**config.mk**
```make
export PLATFORM = sky130hd
export DESIGN_NAME = exp2k_mul_seq
export DESIGN_NICKNAME = d
export VERILOG_FILES = /design/src/rtl/exp2k_mul_seq.sv
export SDC_FILE = /design/constraint.sdc
export NUM_CORES = 2
export LEC_CHECK = 0
export CAP_MARGIN = 15
export CORE_AREA = 4 4 386 388
export CTS_CLUSTER_SIZE = 30
export DETAILED_ROUTE_END_ITERATION = 7
export DIE_AREA = 0 0 390 392
export HOLD_SLACK_MARGIN = 0.1
export PLACE_DENSITY = 0.49
export SYNTH_ARGS = -nofsm -noshare
export SYNTH_HDL_FRONTEND = slang
export SYNTH_SLANG_ARGS = --single-unit
```
**constraint.sdc**
```tcl
create_clock -name clk -period 5.8 [get_ports clk]
set_input_delay 0.87 -clock clk [delete_from_list [all_inputs] [get_ports clk]]
set_output_delay 0.87 -clock clk [all_outputs]
set_load 0.03 [all_outputs]
```
**src/rtl/exp2k_mul_seq.sv**
```systemverilog
// exp2k_mul_seq: sequencer computing R = X^(2^K) * Y in GF(2^163) by driving
// the acb multiply/square unit over its enable/done handshake. K squarings are
// issued first (cfg=0, B=1), then a single multiply by Y (cfg=1).
module exp2k_mul_seq #(
  parameter int M        = 163,
  parameter int KW       = 8,
  parameter int WAIT_MAX = 1023
) (
  input  logic          clk,
  input  logic          rst,
  input  logic          start,
  input  logic [M-1:0]  x_in,
  input  logic [M-1:0]  y_in,
  input  logic [KW-1:0] k_in,
  output logic          busy,
  output logic          done,
  output logic          err,
  output logic [M-1:0]  result,
  output logic [M-1:0]  mul_a,
  output logic [M-1:0]  mul_b,
  output logic          mul_enable,
  output logic          mul_cfg,
  input  logic [M-1:0]  mul_c,
  input  logic          mul_done
);

  localparam int            TW      = $clog2(WAIT_MAX + 1);
  localparam logic [M-1:0]  ONE     = M'(1);
  // err is registered, so it must be scheduled one cycle early; the WAIT state
  // starts one cycle after the enable pulse with timer=0, which puts the err
  // pulse exactly WAIT_MAX cycles after the enable.
  localparam logic [TW-1:0] TO_LAST = TW'(WAIT_MAX - 2);
  localparam logic [KW-1:0] K_ONE   = KW'(1);

  typedef enum logic [2:0] {
    IDLE,
    SQ_ISSUE,
    SQ_WAIT,
    MUL_ISSUE,
    MUL_WAIT,
    FINISH
  } state_t;

  state_t        state;
  logic [M-1:0]  cur;
  logic [M-1:0]  y_reg;
  logic [KW-1:0] cnt;
  logic [TW-1:0] timer;

  // Single FSM: all outputs are registered and loaded on the edge that enters
  // the state in which they must be visible, so the enable pulse coincides
  // with the ISSUE cycle and the WAIT state never samples a done level that
  // was present during ISSUE.
  always_ff @(posedge clk) begin
    if (!rst) begin
      state      <= IDLE;
      busy       <= 1'b0;
      done       <= 1'b0;
      err        <= 1'b0;
      mul_enable <= 1'b0;
      mul_cfg    <= 1'b1;
      result     <= '0;
      mul_a      <= '0;
      mul_b      <= '0;
      cur        <= '0;
      y_reg      <= '0;
      cnt        <= '0;
      timer      <= '0;
    end else begin
      mul_enable <= 1'b0;
      done       <= 1'b0;
      err        <= 1'b0;
      case (state)
        IDLE: begin
          if (start) begin
            cur        <= x_in;
            y_reg      <= y_in;
            cnt        <= k_in;
            busy       <= 1'b1;
            timer      <= '0;
            mul_a      <= x_in;
            mul_enable <= 1'b1;
            if (k_in != '0) begin
              mul_b   <= ONE;
              mul_cfg <= 1'b0;
              state   <= SQ_ISSUE;
            end else begin
              mul_b   <= y_in;
              mul_cfg <= 1'b1;
              state   <= MUL_ISSUE;
            end
          end
        end

        SQ_ISSUE: begin
          // Operand bus already carries the working value; keep it pinned.
          mul_a <= cur;
          timer <= '0;
          state <= SQ_WAIT;
        end

        SQ_WAIT: begin
          if (mul_done) begin
            // cnt >= 1 here, so the decrement can never wrap.
            cur        <= mul_c;
            cnt        <= cnt - K_ONE;
            timer      <= '0;
            mul_a      <= mul_c;
            mul_enable <= 1'b1;
            if (cnt != K_ONE) begin
              mul_b   <= ONE;
              mul_cfg <= 1'b0;
              state   <= SQ_ISSUE;
            end else begin
              mul_b   <= y_reg;
              mul_cfg <= 1'b1;
              state   <= MUL_ISSUE;
            end
          end else if (timer == TO_LAST) begin
            err   <= 1'b1;
            busy  <= 1'b0;
            state <= IDLE;
          end else begin
            timer <= timer + 1'b1;
          end
        end

        MUL_ISSUE: begin
          mul_a <= cur;
          timer <= '0;
          state <= MUL_WAIT;
        end

        MUL_WAIT: begin
          if (mul_done) begin
            result <= mul_c;
            state  <= FINISH;
          end else if (timer == TO_LAST) begin
            err   <= 1'b1;
            busy  <= 1'b0;
            state <= IDLE;
          end else begin
            timer <= timer + 1'b1;
          end
        end

        FINISH: begin
          done  <= 1'b1;
          busy  <= 1'b0;
          state <= IDLE;
        end

        default: state <= IDLE;
      endcase
    end
  end

endmodule

```
==> flow_summary_export.csv <==
group,metric,value,unit
run_status,status,"complete, no violations",
synth,netlist_area,0.0354,mm²
job,timing.max_cap.violations,0,
power_and_ir_drop,switching_share,30.2,%
clock_tree,ctsResizeCount,0,
synth,synth.ff_latch_count,841,
clock_tree,cts_tree,"done",
floorplanning,initial_utilization,24.4,%
clock_tree,clkTransAtPathRegs,0.06,ns
finish,final_cell_area,0.0502,mm²
placed_design,pre_cts_slack,2.01,ns
worst_hold_path,worstHoldStart,"mul_a[32]$_SDFFE_PN0P_",
worst_setup_path,crit_buf_inv,2,
placed_design,place_inst,6911,
synth,syn_nets,4882,
synth,yosysUniqueCellTypes,50,
worst_setup_path,crit_slowest_cell,"dfxtp_4",
floorplanning,die_h,392,µm
synth,synth_ff_type,"dfxtp_1",
synth,yosys-top-cells-area,"dfxtp_1 (48%), nand2_1 (12%), a21oi_1 (8.4%)",
placed_design,port_buffers,994,
finish,fin_util,34.6,%
clock_tree,h-tree-depth,3,
power_and_ir_drop,intPower,11.3,mW
worst_setup_path,cp-start-kind,"flip-flop",
synth,synth_most_common_cell,"nand2_1",
route,drt_wl_total,167,mm
global_routing,grt_pass1_wl,240,mm
route,antenna_left,0,
route,drc,0,
worst_setup_path,setup.worst_path.class,"reg -> reg",
route,first_pass_iters,5,
global_routing,grt_pass1_vias,34328,
power_and_ir_drop,ir_worst_vdd,0.000207,V
worst_setup_path,r2r_cells,5,
power_and_ir_drop,pwr_density_cell,322,mW/mm²
synth,synth_top_area_cell,"dfxtp_1",
synth,synthTopCellsByCount,"nand2_1 (1150), dfxtp_1 (841), a21oi_1 (596)",
power_and_ir_drop,sequentialPowerShare,40.1,%
synth,synth_warnings,0,
sta,fin_crit,3.53,ns
worst_setup_path,timing.critical_path.cells,"or3b_4 -> buf_4 -> buf_12 -> nand2_1 -> a311oi_1",
worst_setup_path,arrival,4.11,ns
finish,seqCellArea,0.0168,mm²
synth,synthCells,4377,
synth,synth_edf_count,0,
worst_setup_path,crit_family,"buffers and inverters",
synth,synth-adder-area-share,0.141,%
synth,synth_xor_area_share,0.0247,%
worst_hold_path,min_path_cells,2,
sta,max_slew_margin,14.5,%
sta,setup_slack,2.27,ns
power_and_ir_drop,total_power,16.2,mW
synth,yosys.area_share.simple,18.7,%
route,vias,35674,
worst_setup_path,r2r_end,"cur[151]$_SDFFE_PN0P_",
route,wl_per_cell,23.4,µm
worst_setup_path,cp.depth,5,
clock_tree,root_buffer,"clkbuf_16",
finish,fillers,15175,
synth,async_flop_share,0,%
floorplanning,num_rows,140,
clock_tree,clkLatencyLatePin,0.70,ns
floorplanning,die_w,390,µm
worst_setup_path,r2r-start,"state[2]$_SDFFE_PN0P_",
worst_setup_path,r2r_slack,2.27,ns
power_and_ir_drop,combPwrFrac,19.4,%
finish,fin_nets,5603,
global_routing,grt_max_degree,173,
floorplanning,num_io_pins,995,
sta,skew,0.0307,ns
clock_tree,cts_sinks,841,
clock_tree,post-cts-setup-buffer-count,0,
clock_tree,numCtsBuffers,102,
global_routing,gr-total-overflow,0,
worst_setup_path,crit_fanout,100,
sta,setup_tns,0,ns
worst_setup_path,endpoint_kind,"flip-flop",
global_routing,grt_util_all_layers,20.5,%
finish,multi_input_comb_area,0.0165,mm²
placed_design,dp_hpwl,110,mm
floorplanning,core_area,0.145,mm²
finish,fin_cells,7131,
placed_design,place_congestion,0.831,
synth,postSynthAreaPerCell,8.09,µm²
floorplanning,die-area,0.153,mm²
finish,final_layout_size_suffix_gt1_share,6.70,%
power_and_ir_drop,pwr-share-clk,40.5,%
worst_hold_path,min_path_type,"reg -> reg",
sta,period_share,60.8,%
sta,worstMarginPinSlew,1.28,ns
worst_setup_path,slowest_delay,0.94,ns
power_and_ir_drop,p_sw,4.89,mW
synth,synth_compound_area_share,27.2,%
clock_tree,clockBufferDepth,3,
worst_setup_path,cp.required,6.39,ns
placed_design,placed_cell_area,0.0467,mm²
route,viasPerCell,5.00,
sta,rsz0062_at_grt,"no",
sta,fmax,0.283,GHz
synth,yosysSeqAreaShare,47.5,%
finish,area_growth,41.8,%
sta,finalHoldViolCount,0,
synth,muxShareOfSynthArea,0.120,%
sta,drv_slew,0,
sta,setup_viol,0,
clock_tree,hold_buffers,0,
route,drt-initial-drc-count,2376,
global_routing,antenna_found_initial,49,
sta,holdWs,0.448,ns
power_and_ir_drop,p_leak,17.4,nW
synth,synth_top_family_by_area,"compound AO/OA/AOI/OAI gates",
synth,synth_top_area_share,47.5,%
worst_hold_path,hold_end,"mul_a[32]$_SDFFE_PN0P_",
logic make-up (layout without fill, tap and decap cells):
logic type	after synthesis	after routing
DFF	841	841
other	0	32
buffers and inverters	530	1335
AOI/OAI and AO/OA	1363	1363
xor gates and xnor gates	1	1
adders and majority gates	4	4
and+or+nand+nor	1634	1634
muxes	4	4
worst max-delay path by stage:
stage,slack [ns],endpoint,from
floorplan,3.38,mul_b[100]$_SDFFE_PN0P_,k_in[4]
global placement,2.05,mul_a[0]$_SDFFE_PN0P_,mul_done
finish,2.27,cur[151]$_SDFFE_PN0P_,state[2]$_SDFFE_PN0P_
detailed placement,2.01,mul_a[0]$_SDFFE_PN0P_,mul_done
CTS,2.22,cur[132]$_SDFFE_PN0P_,state[2]$_SDFFE_PN0P_
global route,2.07,cur[124]$_SDFFE_PN0P_,state[2]$_SDFFE_PN0P_
layer usage:
layer	GRT usage [%]	up-vias	wire length, µm
met2	34.3	1117	80600
met4	6.60	12	4290
li1	-	16897	-
met5	0	-	85
met1	25.5	17417	69300
met3	5.91	231	12200
power by group through the flow:
stage	registers (mW)	logic (mW)	clock network, mW
after floorplan	6.99	1.25	0
after global placement	6.60	3.15	0
after detailed placement	6.60	3.17	0
after CTS	6.48	3.18	6.77
after global routing	6.53	3.39	6.96
final	6.48	3.14	6.56
worst register-to-register path, stage by stage, from the launching register on:
cell and delay (ns):
dfxtp_4 0.94, or3b_4 0.71, buf_4 0.70, buf_12 0.47
nand2_1 0.31, a311oi_1 0.29
placed cells by master, fill, tap and decap left out, types with 6 or more instances in the layout:
master and instances:
or4_1 6, o22a_1 75, a211oi_1 6, clkbuf_1 23, o221ai_1 163, clkbuf_8 30
nand2_1 1149, o31ai_1 8, inv_1 93, a221oi_1 62, nor2_1 333, clkbuf_16 102
buf_12 20, or3_1 6, buf_4 39, nor3_1 9, a21oi_1 595, a221oi_2 100
clkinv_2 16, a311oi_1 163, clkdlybuf4s50_1 993, diode_2 32, dfxtp_1 838, o21ai_0 176
nand3_1 8, nor3b_1 89
layout make-up:
type	count	share of cell area [%]
flip-flops and latches	841	33.5
multi-input cells	3006	32.8
repair buffers	1052	21.2
clock buffers	155	6.07
well taps	1917	4.77
clock inverters	33	0.790
inverters	95	0.727
diodes	32	0.159
Note: power is estimated with default switching activity, not from simulation.
